<file path="config.mk">
export PLATFORM = sky130hd
export DESIGN_NAME = apb_target_demux
export DESIGN_NICKNAME = d
export VERILOG_FILES = /design/src/rtl/apb_target_demux_pkg.sv /design/src/rtl/apb_access_timer.sv /design/src/rtl/apb_target_demux.sv
export SDC_FILE = /design/constraint.sdc
export NUM_CORES = 1
export LEC_CHECK = 0
export BUFFER_PORTS_ARGS = -buffer_cell sky130_fd_sc_hd__buf_2
export CAP_MARGIN = 20
export CORE_AREA = 2 2 197 199
export CTS_BUF_LIST = sky130_fd_sc_hd__clkbuf_8
export CTS_CLUSTER_SIZE = 8
export DETAILED_ROUTE_END_ITERATION = 10
export DIE_AREA = 0 0 199 201
export GPL_ROUTABILITY_DRIVEN = 0
export PLACE_DENSITY_LB_ADDON = 0.05
export SYNTH_ARGS = -nofsm -noshare
export SYNTH_HDL_FRONTEND = slang
export SYNTH_SLANG_ARGS = --single-unit
</file>
<file path="constraint.sdc">
create_clock -name clk -period 4.9 [get_ports clk]
set_input_delay 0.98 -clock clk [delete_from_list [all_inputs] [get_ports clk]]
set_output_delay 0.98 -clock clk [all_outputs]
set_load 0.01 [all_outputs]
</file>
<file path="src/rtl/apb_target_demux_pkg.sv">
// ----------------------------------------------------------------------------
// apb_target_demux_pkg
//   Shared definitions for the APB one-master / four-target demultiplexer:
//   bus widths, target-select bit positions, access timeout length, the FSM
//   state encoding and the address-to-target decode helper.
// ----------------------------------------------------------------------------
package apb_target_demux_pkg;

    localparam int ADDR_W      = 32;
    localparam int DATA_W      = 32;
    localparam int NUM_TARGETS = 4;
    localparam int SEL_W       = 2;

    // Target index lives in paddr[SEL_MSB:SEL_LSB]
    localparam int SEL_MSB = 13;
    localparam int SEL_LSB = 12;

    // Access timeout: the counter is 8 bits wide and gives up at 255
    localparam int                 TIMER_W        = 8;
    localparam logic [TIMER_W-1:0] TIMEOUT_CYCLES = 8'd255;
    localparam logic [TIMER_W-1:0] TIMEOUT_LAST   = TIMEOUT_CYCLES - 8'd1;

    typedef enum logic [1:0] {
        ST_IDLE    = 2'd0,
        ST_SETUP   = 2'd1,
        ST_ACCESS  = 2'd2,
        ST_RESPOND = 2'd3
    } state_t;

    function automatic logic [SEL_W-1:0] target_index(input logic [ADDR_W-1:0] addr);
        return addr[SEL_MSB:SEL_LSB];
    endfunction

endpackage

</file>
<file path="src/rtl/apb_access_timer.sv">
// ----------------------------------------------------------------------------
// apb_access_timer
//   Counts ACCESS-phase cycles and flags the cycle on which the count would
//   reach TIMEOUT_CYCLES, so the FSM can leave ACCESS on that same edge.
//
// Ports
//   clk       in   system clock, rising edge
//   reset     in   asynchronous active-high reset
//   i_start   in   zero the counter (entry into ACCESS)
//   i_enable  in   count one ACCESS cycle (already qualified by clock enable)
//   i_clear   in   zero the counter (transaction finished)
//   o_expired out  high in the ACCESS cycle whose edge reaches the timeout
// ----------------------------------------------------------------------------
module apb_access_timer
    import apb_target_demux_pkg::*;
(
    input  logic clk,
    input  logic reset,
    input  logic i_start,
    input  logic i_enable,
    input  logic i_clear,
    output logic o_expired
);

    logic [TIMER_W-1:0] r_count;

    always_ff @(posedge clk or posedge reset) begin
        if (reset) begin
            r_count <= '0;
        end else if (i_start || i_clear) begin
            r_count <= '0;
        end else if (i_enable) begin
            r_count <= r_count + 1'b1;
        end
    end

    // r_count holds the number of ACCESS cycles already completed, so the
    // 255th ACCESS cycle is the one where the count equals 254.
    assign o_expired = i_enable && (r_count == TIMEOUT_LAST);

endmodule

</file>
<file path="src/rtl/apb_target_demux.sv">
// ----------------------------------------------------------------------------
// apb_target_demux
//   Routes single-master APB transfers to one of four targets selected by
//   paddr[13:12]. The upstream request is registered in IDLE, replayed to the
//   selected target as SETUP/ACCESS, and the target's answer (or a timeout
//   error after 255 ACCESS cycles) is returned upstream as a one-cycle pready.
//
// Ports
//   clk, clk__enable, reset               clock, clock enable, async reset
//   apb_request__*   (in)                 upstream master request
//   apb_response__*  (out)                response to the upstream master
//   apb_request_N__* (out, N=0..3)        request to target N
//   apb_response_N__*(in,  N=0..3)        response from target N
// ----------------------------------------------------------------------------
module apb_target_demux
    import apb_target_demux_pkg::*;
(
    input  logic              clk,
    input  logic              clk__enable,
    input  logic              reset,

    input  logic [ADDR_W-1:0] apb_request__paddr,
    input  logic              apb_request__penable,
    input  logic              apb_request__psel,
    input  logic              apb_request__pwrite,
    input  logic [DATA_W-1:0] apb_request__pwdata,

    output logic [DATA_W-1:0] apb_response__prdata,
    output logic              apb_response__pready,
    output logic              apb_response__perr,

    output logic [ADDR_W-1:0] apb_request_0__paddr,
    output logic              apb_request_0__penable,
    output logic              apb_request_0__psel,
    output logic              apb_request_0__pwrite,
    output logic [DATA_W-1:0] apb_request_0__pwdata,
    input  logic [DATA_W-1:0] apb_response_0__prdata,
    input  logic              apb_response_0__pready,
    input  logic              apb_response_0__perr,

    output logic [ADDR_W-1:0] apb_request_1__paddr,
    output logic              apb_request_1__penable,
    output logic              apb_request_1__psel,
    output logic              apb_request_1__pwrite,
    output logic [DATA_W-1:0] apb_request_1__pwdata,
    input  logic [DATA_W-1:0] apb_response_1__prdata,
    input  logic              apb_response_1__pready,
    input  logic              apb_response_1__perr,

    output logic [ADDR_W-1:0] apb_request_2__paddr,
    output logic              apb_request_2__penable,
    output logic              apb_request_2__psel,
    output logic              apb_request_2__pwrite,
    output logic [DATA_W-1:0] apb_request_2__pwdata,
    input  logic [DATA_W-1:0] apb_response_2__prdata,
    input  logic              apb_response_2__pready,
    input  logic              apb_response_2__perr,

    output logic [ADDR_W-1:0] apb_request_3__paddr,
    output logic              apb_request_3__penable,
    output logic              apb_request_3__psel,
    output logic              apb_request_3__pwrite,
    output logic [DATA_W-1:0] apb_request_3__pwdata,
    input  logic [DATA_W-1:0] apb_response_3__prdata,
    input  logic              apb_response_3__pready,
    input  logic              apb_response_3__perr
);

    state_t r_state;
    state_t w_next_state;

    logic [ADDR_W-1:0]      r_paddr;
    logic                   r_pwrite;
    logic [DATA_W-1:0]      r_pwdata;
    logic [SEL_W-1:0]       r_sel;
    logic [DATA_W-1:0]      r_prdata;
    logic                   r_perr;

    logic                   w_capture_req;
    logic                   w_capture_rsp;
    logic                   w_timeout;
    logic                   w_tgt_psel;
    logic                   w_tgt_penable;
    logic [NUM_TARGETS-1:0] w_sel_onehot;
    logic [NUM_TARGETS-1:0] w_psel;
    logic [NUM_TARGETS-1:0] w_penable;

    logic                   w_sel_pready;
    logic [DATA_W-1:0]      w_sel_prdata;
    logic                   w_sel_perr;
    logic                   w_expired;

    logic                   w_timer_start;
    logic                   w_timer_enable;
    logic                   w_timer_clear;

    // The master's penable carries no information this block needs: the
    // transfer is captured on psel alone while IDLE.
    logic                   w_unused_penable;
    assign w_unused_penable = apb_request__penable;

    // Only the selected target's response is looked at; the others are
    // free to show anything.
    always_comb begin
        w_sel_pready = 1'b0;
        w_sel_prdata = '0;
        w_sel_perr   = 1'b0;
        case (r_sel)
            2'd0: begin
                w_sel_pready = apb_response_0__pready;
                w_sel_prdata = apb_response_0__prdata;
                w_sel_perr   = apb_response_0__perr;
            end
            2'd1: begin
                w_sel_pready = apb_response_1__pready;
                w_sel_prdata = apb_response_1__prdata;
                w_sel_perr   = apb_response_1__perr;
            end
            2'd2: begin
                w_sel_pready = apb_response_2__pready;
                w_sel_prdata = apb_response_2__prdata;
                w_sel_perr   = apb_response_2__perr;
            end
            default: begin
                w_sel_pready = apb_response_3__pready;
                w_sel_prdata = apb_response_3__prdata;
                w_sel_perr   = apb_response_3__perr;
            end
        endcase
    end

    always_ff @(posedge clk or posedge reset) begin
        if (reset) begin
            r_state <= ST_IDLE;
        end else if (clk__enable) begin
            r_state <= w_next_state;
        end
    end

    always_comb begin
        w_next_state  = r_state;
        w_capture_req = 1'b0;
        w_capture_rsp = 1'b0;
        w_timeout     = 1'b0;
        w_tgt_psel    = 1'b0;
        w_tgt_penable = 1'b0;
        case (r_state)
            ST_IDLE: begin
                if (apb_request__psel) begin
                    w_capture_req = 1'b1;
                    w_next_state  = ST_SETUP;
                end
            end
            ST_SETUP: begin
                w_tgt_psel   = 1'b1;
                w_next_state = ST_ACCESS;
            end
            ST_ACCESS: begin
                w_tgt_psel    = 1'b1;
                w_tgt_penable = 1'b1;
                // A real answer beats a timeout landing on the same edge
                if (w_sel_pready) begin
                    w_capture_rsp = 1'b1;
                    w_next_state  = ST_RESPOND;
                end else if (w_expired) begin
                    w_timeout    = 1'b1;
                    w_next_state = ST_RESPOND;
                end
            end
            ST_RESPOND: begin
                w_next_state = ST_IDLE;
            end
            default: begin
                w_next_state = ST_IDLE;
            end
        endcase
    end

    always_ff @(posedge clk or posedge reset) begin
        if (reset) begin
            r_paddr  <= '0;
            r_pwrite <= 1'b0;
            r_pwdata <= '0;
            r_sel    <= '0;
            r_prdata <= '0;
            r_perr   <= 1'b0;
        end else if (clk__enable) begin
            if (w_capture_req) begin
                r_paddr  <= apb_request__paddr;
                r_pwrite <= apb_request__pwrite;
                r_pwdata <= apb_request__pwdata;
                r_sel    <= target_index(apb_request__paddr);
            end
            if (w_capture_rsp) begin
                r_prdata <= w_sel_prdata;
                r_perr   <= w_sel_perr;
            end else if (w_timeout) begin
                r_prdata <= '0;
                r_perr   <= 1'b1;
            end
        end
    end

    // Timer controls are qualified by the clock enable so a frozen clock
    // also freezes the count.
    assign w_timer_start  = clk__enable && (r_state == ST_SETUP);
    assign w_timer_enable = clk__enable && (r_state == ST_ACCESS);
    assign w_timer_clear  = clk__enable && (r_state == ST_RESPOND);

    apb_access_timer u_timer (
        .clk       (clk),
        .reset     (reset),
        .i_start   (w_timer_start),
        .i_enable  (w_timer_enable),
        .i_clear   (w_timer_clear),
        .o_expired (w_expired)
    );

    // psel/penable are decoded straight from the state register, so the
    // asynchronous reset drops them without waiting for a clock edge.
    always_comb begin
        w_sel_onehot        = '0;
        w_sel_onehot[r_sel] = 1'b1;
    end

    assign w_psel    = w_tgt_psel    ? w_sel_onehot : '0;
    assign w_penable = w_tgt_penable ? w_sel_onehot : '0;

    assign apb_response__prdata = r_prdata;
    assign apb_response__perr   = r_perr;
    assign apb_response__pready = (r_state == ST_RESPOND);

    assign apb_request_0__paddr   = r_paddr;
    assign apb_request_0__pwrite  = r_pwrite;
    assign apb_request_0__pwdata  = r_pwdata;
    assign apb_request_0__psel    = w_psel[0];
    assign apb_request_0__penable = w_penable[0];

    assign apb_request_1__paddr   = r_paddr;
    assign apb_request_1__pwrite  = r_pwrite;
    assign apb_request_1__pwdata  = r_pwdata;
    assign apb_request_1__psel    = w_psel[1];
    assign apb_request_1__penable = w_penable[1];

    assign apb_request_2__paddr   = r_paddr;
    assign apb_request_2__pwrite  = r_pwrite;
    assign apb_request_2__pwdata  = r_pwdata;
    assign apb_request_2__psel    = w_psel[2];
    assign apb_request_2__penable = w_penable[2];

    assign apb_request_3__paddr   = r_paddr;
    assign apb_request_3__pwrite  = r_pwrite;
    assign apb_request_3__pwdata  = r_pwdata;
    assign apb_request_3__psel    = w_psel[3];
    assign apb_request_3__penable = w_penable[3];

endmodule
</file>
==> summary.md <==
| Metric | Value |
|---|---|
| Final WS setup | between 1.5 and 2 ns |
| Postcts setup bufs | 0 |
| PortBufs | between 500 and 600 |
| NumNets Final | about 1100 |
| Number of synthesized flops with an enable pin | 0 |
| DRT antenna net count | 0 |
| Syn avg cell area | 11.3 um2 |
| Sequential-to-total area share from yosys stat | 0.393 |
| Critical-path maximum fanout | 40 |
| Crit-path leading delay family | buffers and inverters |
| Worst r2r src | apb_request_0__paddr[12] |
| Syn_nets | between 800 and 900 |
| WS Path Type | reg -> out |
| Slowest cell on crit path | dfrtp_1 |
| Max-slew headroom | 0.359 |
| Num ports | between 500 and 600 |
| WL final | ~24000 um |
| Hold Path Class | reg -> reg |
| Clock slew seen by the registers of the worst setup and hold paths | between 0.1 and 0.15 ns |
| Worst slew pin tran | 0.961 ns |
| Starting density of the core | 0.181 |
| DRC | 0 |
| Fillers | approximately 4200 |
| HP Start | apb_response__perr |
| Worst Setup End Kind | output port |
| Leakage | 4.44 nW |
| Initial drt markers | ~130 |
| CP Cell Sequence | inv_1 > ha_1 > buf_4 > inv_1 > nor3b_1 > buf_2 |
| CP dominant cell by count | inv_1 |
| Global-route wire length before repair | 34500 um |
| Design Power | ~5.7 mW |
| Yosys reg bits | about 110 |
| Finished Layout Cells | 1427 |
| Critical path data arrival time | around 2.3 ns |
| Final critical-path required period | between 3 and 4 ns |
| Mapped Cells | 607 |
| Clock root buffer | clkbuf_8 |
| Dpl hpwl | 18400 um |
| Clock latency on the worst-skew pair | 0.42 ns |
| Die area | about 40000 um2 |
| Crit path launch type | register |
| Drt via density | about 3.8 |
| Via count | 5454 |
| CP required | approximately 3.9 ns |
| Crit path buffers/inverters | 4 |
| Chip Height | ~200 um |
| H-tree levels | 3 |
| Final TNS setup | 0 ns |
| Synth area leaders | dfrtp_1, buf_4, mux4_2 |
| Yosys top cell by area | dfrtp_1 |
| Endpoints failing setup | 0 |
| Area growth, synth to finish | 27.0% |
| Initial antenna violation count | 2 |
| Most common cell after layout, fill and taps aside | buf_2 |
| Achievable Freq | 307 MHz |
| Vias in the first global route | 5392 |
| Std cell rows | 72 |
| Async set-reset flop share out of synthesis | 1.00 |
| Core area | 38100 um2 |
| Drt pass-1 iters | 4 |
| DIE WIDTH | 199 um |
| Max Cap Viol | 0 |
| Syn. warnings | 0 |
| Critical R2R Capture | r_state[0] |
| Clock Sinks | about 110 |
| GR Overflow Total | 0 |
| Share of layout cells above drive strength 1 | 0.701 |
| Largest net degree at the start of global routing | 66 |
| Hold WS | 0.515 ns |
| Setup WS pre-CTS | roughly 2.0 ns |
| Worst r2r path cells | 3 |
| Pwr/cell area | about 650 nW/um2 |
| Period utilization | 0.665 |
| Yosys top cell area share | 0.393 |
| R2r setup slk | around 2.3 ns |
| Critical Path Max Stage Delay | approximately 0.45 ns |
| Slew Viols, Final | 0 |
| Hold depth | 1 |
| Clock Tree Buf Depth | 2 |
| TritonCTS clock tree | done |
| Distinct cells, synth | 39 |
| Cells resized by post-CTS repair | 0 |
| Hold Vio Cnt, Final | 0 |
| Top FF cell, synth | dfrtp_1 |
| Dpl cells | 1411 |
| Clock Skew | ~0.017 ns |
| Clock buffer count from CTS | 9 |
| Post-CTS Hold Fix Bufs | 0 |
| N_diodes | 0 |
| Most frequent cells in the layout | buf_2, dfrtp_1, mux2_2 |
| Total Routing Usage GR | 0.117 |
| Hold EP | apb_response__perr |
| DR WL/cell | between 15 and 20 um |
| Max VDD drop | ~170 uV |
| Unrepaired setup endpoints after global routing | no |
| Mapped Area | 6880 um2 |
| Status | completed |
[layout make-up]
cell class	count	area (um2)	area share
Clock buffer	9	124	0.0142
Clock inverter	7	75.1	0.00859
Inverter	40	153	0.0175
Multi-Input combinational cell	229	2430	0.278
Sequential cell	108	2710	0.309
Tap cell	518	648	0.0741
Timing Repair Buffer	516	2610	0.298
[worst max path at each step]
stage                                   startpoint                   endpoint  slack (ns)  depth (start not counted)
final                                   r_state[0]     apb_request_1__penable        1.64                          6
after global routing                    r_state[0]     apb_request_1__penable        1.44                          6
after CTS                 apb_request_0__paddr[12]     apb_request_1__penable        1.58                          3
after detailed placement               clk__enable  apb_request_0__pwdata[18]        1.96                          4
after global placement                 clk__enable   apb_request_0__pwdata[6]        1.94                          4
after floorplan                              reset    apb_request_0__paddr[0]        1.07                          1
[cells by family (layout without fill, tap and decap cells)]
family                   after synthesis  count (layout)  synth area share
adder cells (fa/ha/maj)                7               7            0.0127
multiplexers                         101             101             0.221
AO/OA/AOI/OAI                         52              52            0.0538
flip-flops                           108             108             0.393
buffers and inverters                270             572             0.258
XOR/XNOR                               2               2           0.00255
AND/OR/NAND/NOR                       67              67            0.0600
[metal layers]
metal	GRT usage	vias up	part of all wire
met4	0.0381	2	0.016
met1	0.130	2613	0.38
met2	0.215	292	0.53
li1	-	2527	-
met5	0	-	0.00067
met3	0.0289	20	0.075
[registers in the layout, summed over array words and instances (netlist names)]
signal,flops
apb_request_0__paddr,32
apb_request_0__pwdata,32
apb_request_0__pwrite,1
apb_response__perr,1
apb_response__prdata,32
r_state,2
u_timer.r_count,8
[cell usage after synthesis, types with 3 or more instances]
library cell	instances
nand4_1	34
nor3b_1	4
nand3_1	5
buf_4	195
mux2_2	65
clkbuf_1	15
mux4_2	34
o31ai_1	33
ha_1	7
o21ai_0	5
nor2_1	4
inv_1	40
a21oi_1	6
or3_1	4
and3_1	3
dfrtp_1	108
buf_2	17
[power breakdown]
group | switching [mW] | internal (mW)
combinational | 1.72 | 1.54
sequential | 0.518 | 1.31
clock | 0.369 | 0.241
total | 2.61 | 3.10
[metrics by stage]
step | utilization | instance area (um2)
2_1_floorplan | - | 6880
3_3_place_gp | 0.224 | 8540
3_5_place_dp | 0.224 | 8540
4_1_cts | 0.229 | 8740
5_1_grt | 0.229 | 8740
6_report | 0.229 | 8740
Note: power is estimated with default switching activity, not from simulation.
